--- src/rtl/traffic_light_controller.sv ---
// Two-road intersection controller: synchronizes the divided tick, pedestrian and night inputs,
// sequences green/yellow/all-red phases with a per-phase countdown, and drives lamps plus BCD digits.
module traffic_light_controller #(
   parameter int unsigned GREEN_S  = 15,
   parameter int unsigned YELLOW_S = 3,
   parameter int unsigned ALLRED_S = 1,
   parameter int unsigned PED_CUT  = 5
) (
   input  logic       clk,
   input  logic       reset,
   input  logic       tick_in,
   input  logic       ped_req,
   input  logic       night,
   output logic [2:0] ns_light,
   output logic [2:0] ew_light,
   output logic       ped_walk,
   output logic [3:0] count_tens,
   output logic [3:0] count_ones
);

   localparam int unsigned CW = 7;
   localparam logic [CW-1:0] GREEN_C  = CW'(GREEN_S);
   localparam logic [CW-1:0] YELLOW_C = CW'(YELLOW_S);
   localparam logic [CW-1:0] ALLRED_C = CW'(ALLRED_S);
   localparam logic [CW-1:0] CUT_C    = CW'(PED_CUT);
   localparam logic [CW-1:0] TEN_C    = CW'(10);

   localparam logic [2:0] LAMP_RED    = 3'b100;
   localparam logic [2:0] LAMP_YELLOW = 3'b010;
   localparam logic [2:0] LAMP_GREEN  = 3'b001;
   localparam logic [2:0] LAMP_OFF    = 3'b000;

   typedef enum logic [2:0] {
      NS_GREEN, NS_YELLOW, ALLRED_A, EW_GREEN, EW_YELLOW, ALLRED_B, FLASH
   } state_t;

   state_t          state, state_next;
   logic [CW-1:0]   cnt, cnt_next;
   logic            ped_pending, pend_next;
   logic            flash_phase, fph_next;
   logic [2:0]      tick_sync, ped_sync;
   logic [1:0]      night_sync;
   logic            tick, ped_edge, night_s;
   logic [2:0]      ns_next, ew_next;
   logic            walk_next;
   logic [3:0]      tens_next, ones_next;

   assign tick     = tick_sync[1] & ~tick_sync[2];
   assign ped_edge = ped_sync[1] & ~ped_sync[2];
   assign night_s  = night_sync[1];

   // Synchronizers; bit 0 is the first flop
   always_ff @(posedge clk or negedge reset) begin
      if (!reset) begin
         tick_sync  <= '0;
         ped_sync   <= '0;
         night_sync <= '0;
      end else begin
         tick_sync  <= {tick_sync[1:0], tick_in};
         ped_sync   <= {ped_sync[1:0], ped_req};
         night_sync <= {night_sync[0], night};
      end
   end

   // State, counter, flags and registered outputs
   always_ff @(posedge clk or negedge reset) begin
      if (!reset) begin
         state       <= NS_GREEN;
         cnt         <= GREEN_C;
         ped_pending <= 1'b0;
         flash_phase <= 1'b0;
         ns_light    <= LAMP_GREEN;
         ew_light    <= LAMP_RED;
         ped_walk    <= 1'b1;
         count_tens  <= 4'(GREEN_C / TEN_C);
         count_ones  <= 4'(GREEN_C % TEN_C);
      end else begin
         state       <= state_next;
         cnt         <= cnt_next;
         ped_pending <= pend_next;
         flash_phase <= fph_next;
         ns_light    <= ns_next;
         ew_light    <= ew_next;
         ped_walk    <= walk_next;
         count_tens  <= tens_next;
         count_ones  <= ones_next;
      end
   end

   // Next-state, countdown and output decode
   always_comb begin
      state_next = state;
      cnt_next   = cnt;
      pend_next  = ped_pending;
      fph_next   = flash_phase;
      ns_next    = LAMP_RED;
      ew_next    = LAMP_RED;
      walk_next  = 1'b0;
      tens_next  = 4'd0;
      ones_next  = 4'd0;

      if (tick) begin
         if (night_s && state != FLASH) begin
            state_next = FLASH;
            fph_next   = 1'b1;
            cnt_next   = '0;
         end else if (state == FLASH) begin
            if (night_s) begin
               fph_next = ~flash_phase;
            end else begin
               state_next = ALLRED_B;
               cnt_next   = ALLRED_C;
            end
         end else if (cnt == CW'(1)) begin
            unique case (state)
               NS_GREEN:  begin state_next = NS_YELLOW; cnt_next = YELLOW_C; end
               NS_YELLOW: begin state_next = ALLRED_A;  cnt_next = ALLRED_C; end
               ALLRED_A:  begin state_next = EW_GREEN;  cnt_next = GREEN_C;  end
               EW_GREEN:  begin state_next = EW_YELLOW; cnt_next = YELLOW_C; end
               EW_YELLOW: begin state_next = ALLRED_B;  cnt_next = ALLRED_C; end
               default:   begin state_next = NS_GREEN;  cnt_next = GREEN_C;  end
            endcase
         end else if (state == EW_GREEN && ped_pending && cnt > CUT_C) begin
            cnt_next = CUT_C;
         end else begin
            cnt_next = cnt - CW'(1);
         end
      end

      // Clearing on NS_GREEN/FLASH entry takes precedence over a new request
      if ((state_next == NS_GREEN && state != NS_GREEN) ||
          (state_next == FLASH && state != FLASH)) begin
         pend_next = 1'b0;
      end else if (ped_edge && state != FLASH) begin
         pend_next = 1'b1;
      end

      unique case (state_next)
         NS_GREEN:  begin ns_next = LAMP_GREEN;  walk_next = 1'b1; end
         NS_YELLOW: ns_next = LAMP_YELLOW;
         EW_GREEN:  ew_next = LAMP_GREEN;
         EW_YELLOW: ew_next = LAMP_YELLOW;
         FLASH: begin
            ns_next = fph_next ? LAMP_YELLOW : LAMP_OFF;
            ew_next = fph_next ? LAMP_RED : LAMP_OFF;
         end
         default: ;
      endcase

      if (state_next != FLASH) begin
         tens_next = 4'(cnt_next / TEN_C);
         ones_next = 4'(cnt_next % TEN_C);
      end
   end

endmodule

--- config.mk ---
export PLATFORM = sky130hd
export DESIGN_NAME = traffic_light_controller
export DESIGN_NICKNAME = d
export VERILOG_FILES = /design/src/rtl/traffic_light_controller.sv
export SDC_FILE = /design/constraint.sdc
export NUM_CORES = 1
export LEC_CHECK = 0
export ABC_AREA = 1
export BUFFER_PORTS_ARGS = -buffer_cell sky130_fd_sc_hd__buf_2
export CORE_ASPECT_RATIO = 0.9
export CORE_MARGIN = 5
export CORE_UTILIZATION = 40
export CTS_BUF_LIST = sky130_fd_sc_hd__clkbuf_16
export CTS_CLUSTER_DIAMETER = 40
export CTS_CLUSTER_SIZE = 10
export DETAILED_ROUTE_END_ITERATION = 12
export SLEW_MARGIN = 5
export SYNTH_ARGS = -nofsm -noshare
export SYNTH_HDL_FRONTEND = slang
export SYNTH_SLANG_ARGS = --single-unit
--- constraint.sdc ---
create_clock -name clk -period 8.5 [get_ports clk]
set_clock_uncertainty 0.1 [all_clocks]
set_input_delay 0.85 -clock clk [delete_from_list [all_inputs] [get_ports clk]]
set_output_delay 0.85 -clock clk [all_outputs]
set_load 0.01 [all_outputs]
==> reports/results.ini, run 1 <==
[pwr]
p_switching_mw = 0.4435
power.total_mw = 0.9639
intPower_mw = 0.5204
clock_power_share_pct = 17.6
power_per_cell_area_nw_per_um2 = 424.2
switching_share_pct = 46.01
comb_power_share_pct = 55.8
pwr-share-seq_pct = 26.6
p_leak_nw = 1.239
ir_worst_vdd_v = 0.0003284

[flow_run]
maxCapViolCount = 0

[synthesis]
ys_types = 31
synth_edf_count = 0
synthTopCellsByArea = dfrtp_1, dfstp_2, nand2_1
synth_ff_type = dfrtp_1
syn_area_um2 = 1966
synth-seq-cells = 34
async_reset_ff_share_pct = 100.0
avgSynthCellArea_um2 = 7.958
yosysTopAreaCell = dfrtp_1
ys_warn_count = 0
synth_top_area_share_pct = 31.83
yosysMostFrequentCell = nand2_1
synthCells = 247
synth_nets = 255
ys_top_cells_by_count = nand2_1, inv_1, dfrtp_1, nor2_1, nand2_2
seq_area_frac_synth_pct = 43.86

[floorplanning]
ios = 20
design.core.area_um2 = 4805
start_util_pct = 40.91
dieArea_um2 = 6418
rows = 24
fp.dieW_um = 83.89
die_h_um = 76.51

[clocking]
post_cts_buffers = 0
cts_tree = done
insertion_delay_ps = 270
cts_root_buffer = clkbuf_16
clock_path_buffers = 2
clock-sinks = 34
cts.clk_slew.worst_paths_ps = 50
cts_resized = 0
htree_levels = 2
cts-buffers-inserted = 5
hold_buffers = 0

[timing]
drv_slew = 0
relSlewSlack_pct = 52.27
min_period_over_period_pct = 39.52
setup_slack_ps = 5141
hold_viol_final = 0
rsz0062_at_grt = no
worst_pin_slew_ps = 715.9
fmaxAchievable_mhz = 297.7
finalSetupTns_ps = 0
setup_viol = 0
period_minus_slack_ps = 3359

[routing]
drc_errors = 0
drt_iter0_markers = 124
ant_nets = 0
vias_per_cell = 4.786
vias = 1613
drtPass1Iterations = 4
routed_wl_um = 3768
wl_per_cell_um = 11.18

[outcome]
status = finished, final reports clean

[layout]
drive_gt1_share_pct = 27.57
area_growth_pct = 15.60
nFillCells = 494
nets = 279
antenna_cells = 0

[worst_setup_path]
critical_path_class = reg2reg
critPathCaptureType = flip-flop
cp_common_cell = nand2_1
cp.required_ps = 8620
rrSetupSlack_ps = 5140
critPathMaxStageDelay_ps = 540
cp.arrival_ps = 3480
critical_path.startpoint_type = flip-flop
cp_slowest_cell = dfstp_2
cp_max_fo = 5

[global_routing]
grt_antenna_before_repair = 0
grt_pass1_vias = 1465
grt_overflow = 0
grtUsageTotal_pct = 12.84
grt_pass1_wl_um = 6748
grt_max_degree = 35

[place]
globalplace.congestion = 0.8734
place_ws_ps = 5163
port_buffers = 19
dpl.hpwl_um = 2911

[hold_path]
hold_class = reg2reg

[power by group through the flow]
stage / logic, mW / clock network, mW / registers (mW)
floorplan: 0.421 / 0 / 0.265
global placement: 0.538 / 0 / 0.258
detailed placement: 0.541 / 0 / 0.257
CTS: 0.543 / 0.174 / 0.256
global route: 0.618 / 0.182 / 0.263
finish: 0.538 / 0.170 / 0.256
[cells by family (layout without fill, tap and decap cells)]
group	count (synthesis)	after routing	synth area share, %
simple gates	132	132	33.61
xor+xnor	3	3	1.337
buf+inv	43	68	8.402
flops	34	34	43.86
compound gates	32	32	10.89
fa+ha+maj	3	3	1.910
[flip-flops by register name, summed over array words and instances, names as in the netlist]
register	count
ew_light	3
ns_light	3
flash_phase	1
ped_pending	1
tick_sync	3
ped_sync	3
night_sync	2
cnt	7
count_ones	4
count_tens	4
state	3
[cell usage in the layout, fill, tap and decap left out, types with 8 or more instances in the layout]
| master | count |
|---|---|
| nand2_2 | 14 |
| buf_2 | 19 |
| a21oi_1 | 8 |
| inv_1 | 34 |
| nand3_1 | 12 |
| dfrtp_1 | 25 |
| o21ai_0 | 10 |
| dfstp_2 | 9 |
| nor2_1 | 25 |
| nand2_1 | 57 |
[per-layer routing]
layer	wire, um	up-vias	global-route usage (%)
met4	53	0	4.341
met2	1685	31	19.55
met3	168	5	3.243
met1	1861	746	17.72
li1	-	831	-
met5	0	-	0
[path summary, 6_finish.rpt]
| check | depth (start not counted) | startpoint | endpoint |
|---|---|---|---|
| max | 28 | cnt[1] | count_ones[2] |
| min | 0 | tick_sync[0] | tick_sync[1] |
| max reg2reg | 28 | cnt[1] | count_ones[2] |
| min reg2reg | 0 | tick_sync[0] | tick_sync[1] |
| max in group asynchronous | 1 | reset | cnt[4] |
| min in group asynchronous | 1 | reset | ped_sync[0] |
[area by class of cell]
cell class / instances / area, um2 / area share [%]
tap: 65 / 81.33 / 3.579
sequential: 34 / 862.1 / 37.94
timing repair buffer: 19 / 95.09 / 4.185
inverter: 41 / 153.9 / 6.773
clock inverter: 3 / 16.27 / 0.7159
clock buffer: 5 / 125.1 / 5.507
multi-input combinational: 170 / 938.4 / 41.30
[worst max-delay path: cells and delay by family (launching register included)]
kind / cells / cell delay, ps
AOI/OAI and AO/OA: 1 / 170
adders and majority gates: 2 / 370
buffers and inverters: 4 / 250
DFF: 1 / 540
and+or+nand+nor: 21 / 1850
[metrics by stage]
stage                     instance area, um2  utilization [%]  hold WS [ps]  std cells
after floorplan                         1966                -         231.2        247
after global placement                  2131            44.35         231.3        329
after detailed placement                2131            44.35         236.4        329
after CTS                               2272            47.29         248.3        337
after global routing                    2272            47.29         252.5        337
final                                   2272            47.29         247.0        337
Note: power is estimated with default switching activity, not from simulation.
==> run 2: changes to the inputs <==
clock period = 2.7 ns   (was 8.5 ns; I/O delays follow)
==> run 2 against run 1 <==
The run now ends with negative setup slack left. Global-route usage grew 3.2 points. Worst hold slack better by 3.5 ps. Final area rose by 30%. Core utilization grew 14 points. Final cell count increased by 19%. Largest power group unchanged.
==> reports/results.ini, run 2 (synthesis gave the netlist of run 1 again) <==
[floorplanning]
design.core.area_um2 = 4805  ; unchanged
rows = 24  ; unchanged
fp.dieW_um = 83.89  ; unchanged
dieArea_um2 = 6418  ; unchanged
ios = 20  ; unchanged
die_h_um = 76.51  ; unchanged
start_util_pct = 40.91  ; unchanged

[timing]
worst_pin_slew_ps = 736.0  ; +20.09 ps
hold_viol_final = 0  ; unchanged
min_period_over_period_pct = 112.8  ; +73 points
drv_slew = 0  ; unchanged
setup_slack_ps = -346.3  ; -5487 ps
fmaxAchievable_mhz = 328.3  ; +10%
finalSetupTns_ps = -1192  ; -1192 ps
relSlewSlack_pct = 50.93  ; -1.3 points
period_minus_slack_ps = 3046  ; -313.0 ps
setup_viol = 4  ; +4
rsz0062_at_grt = yes

[clocking]
cts.clk_slew.worst_paths_ps = 60  ; about the same
cts-buffers-inserted = 5  ; unchanged
cts_root_buffer = clkbuf_16
cts_tree = done
insertion_delay_ps = 280  ; about the same
htree_levels = 2  ; unchanged
clock-sinks = 34  ; unchanged
clock_path_buffers = 2  ; unchanged

[worst_setup_path]
critical_path.startpoint_type = flip-flop
critPathMaxStageDelay_ps = 550  ; about the same
cp_slowest_cell = dfstp_2
worst-path-buf-inv = 3  ; -1
cp.arrival_ps = 3120  ; -360 ps
critical_path_class = reg2reg
cp_max_fo = 5  ; unchanged
critPathTopFamily = simple AND/OR/NAND/NOR gates
cp.required_ps = 2770  ; -5850 ps
cp_common_cell = nand2_4
critPathCaptureType = flip-flop

[layout]
area_growth_pct = 50.10
drive_gt1_share_pct = 47.62  ; +20 points
nets = 343  ; +23%
regArea_um2 = 862.1  ; unchanged
final_area_um2 = 2950  ; +30%
largest-register = cnt
layout.cells.non_filler = 401  ; +19%
reg_top3 = cnt (7), count_ones (4), count_tens (4)
nFillCells = 415  ; -16%
antenna_cells = 0  ; unchanged
largest_reg_flops = 7  ; unchanged
final_common_cell = buf_4
layout_common_cells = buf_4, nand2_1, inv_1, dfrtp_1, nor2_1
multi_input_area_um2 = 1080  ; +15%

[global_routing]
grtUsageTotal_pct = 16.05  ; +3.2 points
grt_max_degree = 35  ; unchanged
grt_pass1_wl_um = 8445  ; +25%
grt_overflow = 0  ; unchanged
grt_pass1_vias = 1898  ; +30%
grt_antenna_before_repair = 0  ; unchanged

[pwr]
power.total_mw = 4.343  ; +350%
power_per_cell_area_nw_per_um2 = 1472  ; +250%
p_leak_nw = 1.574  ; +27%
ir_worst_vdd_v = 0.001098  ; +230%

[place]
dpl.hpwl_um = 3395  ; +17%
dp_cells = 376  ; +14%
place_ws_ps = -347.0  ; -5510 ps
port_buffers = 19  ; unchanged
dpl_cell_area_um2 = 2539  ; +19%
globalplace.congestion = 0.8630  ; -1.2%

[outcome]
status = finished, violations left
violations = negative setup slack

[routing]
drtPass1Iterations = 4  ; unchanged
vias = 1881  ; +17%
vias_per_cell = 4.691  ; -2.0%
drc_errors = 0  ; unchanged
routed_wl_um = 4931  ; +31%
wl_per_cell_um = 12.30  ; +10%
ant_nets = 0  ; unchanged
drt_iter0_markers = 89  ; -28%

[hold_path]
hold_class = reg2reg

[flow_run]
maxCapViolCount = 0  ; unchanged

## run 2: cell count changes in the layout (fill, tap and decap cells not counted), moves of 2 or more
cell and delta:
buf_4 +59, dlygate4sd3_1 +4, ha_1 -3, ha_4 +3, inv_1 -5, inv_2 +3
inv_4 +2, nand2_1 -8, nand2_4 +7, nand3_1 -3, nand3_4 +2, nor2_1 -4
nor2_2 +3
## run 2: final cells by class
class                           instances  area share (%)
Multi-Input combinational cell        170           36.60
Inverter                               41           5.386
Tap cell                               65           2.757
Clock buffer                            5           4.241
Clock inverter                          3           1.527
Timing Repair Buffer                   83           20.27
Sequential cell                        34           29.22
## run 2: worst paths after layout
| kind | start | endpoint | slack [ps] | depth (start not counted) |
|---|---|---|---|---|
| setup / recovery | cnt[1] | count_ones[1] | -350 | 27 |
| min in group asynchronous | reset | ped_sync[0] | 490 | 2 |
| max in group asynchronous | reset | count_tens[1] | 1540 | 2 |
| hold reg to reg | tick_sync[0] | tick_sync[1] | 250 | 0 |
| hold / removal | tick_sync[0] | tick_sync[1] | 250 | 0 |
| setup reg to reg | cnt[1] | count_ones[1] | -350 | 27 |
## run 2: what timing repair did
action | CTS | global route
endpoints found under the hold margin | 28 | 0
hold buffers | 4 | 0
resized for setup | 10 | 15
setup buffers | 10 | 3
pin swaps | 15 | 13
endpoints found under the setup margin | 4 | 5
## run 2: power by group
part | internal, mW | leakage (nW) | switching [mW]
clock | 0.435 | 0.0760 | 0.220
combinational | 1.35 | 1.10 | 1.55
sequential | 0.705 | 0.400 | 0.0797
## run 2: through the flow
step	hold WS, ps	utilization (%)
finish	250.5	61.41
global placement	231.9	52.84
floorplan	-125.6	-
global route	265.5	61.41
CTS	253.5	59.66
detailed placement	240.5	52.84
## run 2: metal layers
| layer | part of all wire (%) | GRT usage [%] | wire, um |
|---|---|---|---|
| met4 | 1.9 | 5.949 | 93 |
| met2 | 49 | 27.58 | 2433 |
| met3 | 3.5 | 2.811 | 172 |
| met5 | 0 | 0 | 0 |
| met1 | 45 | 20.05 | 2232 |
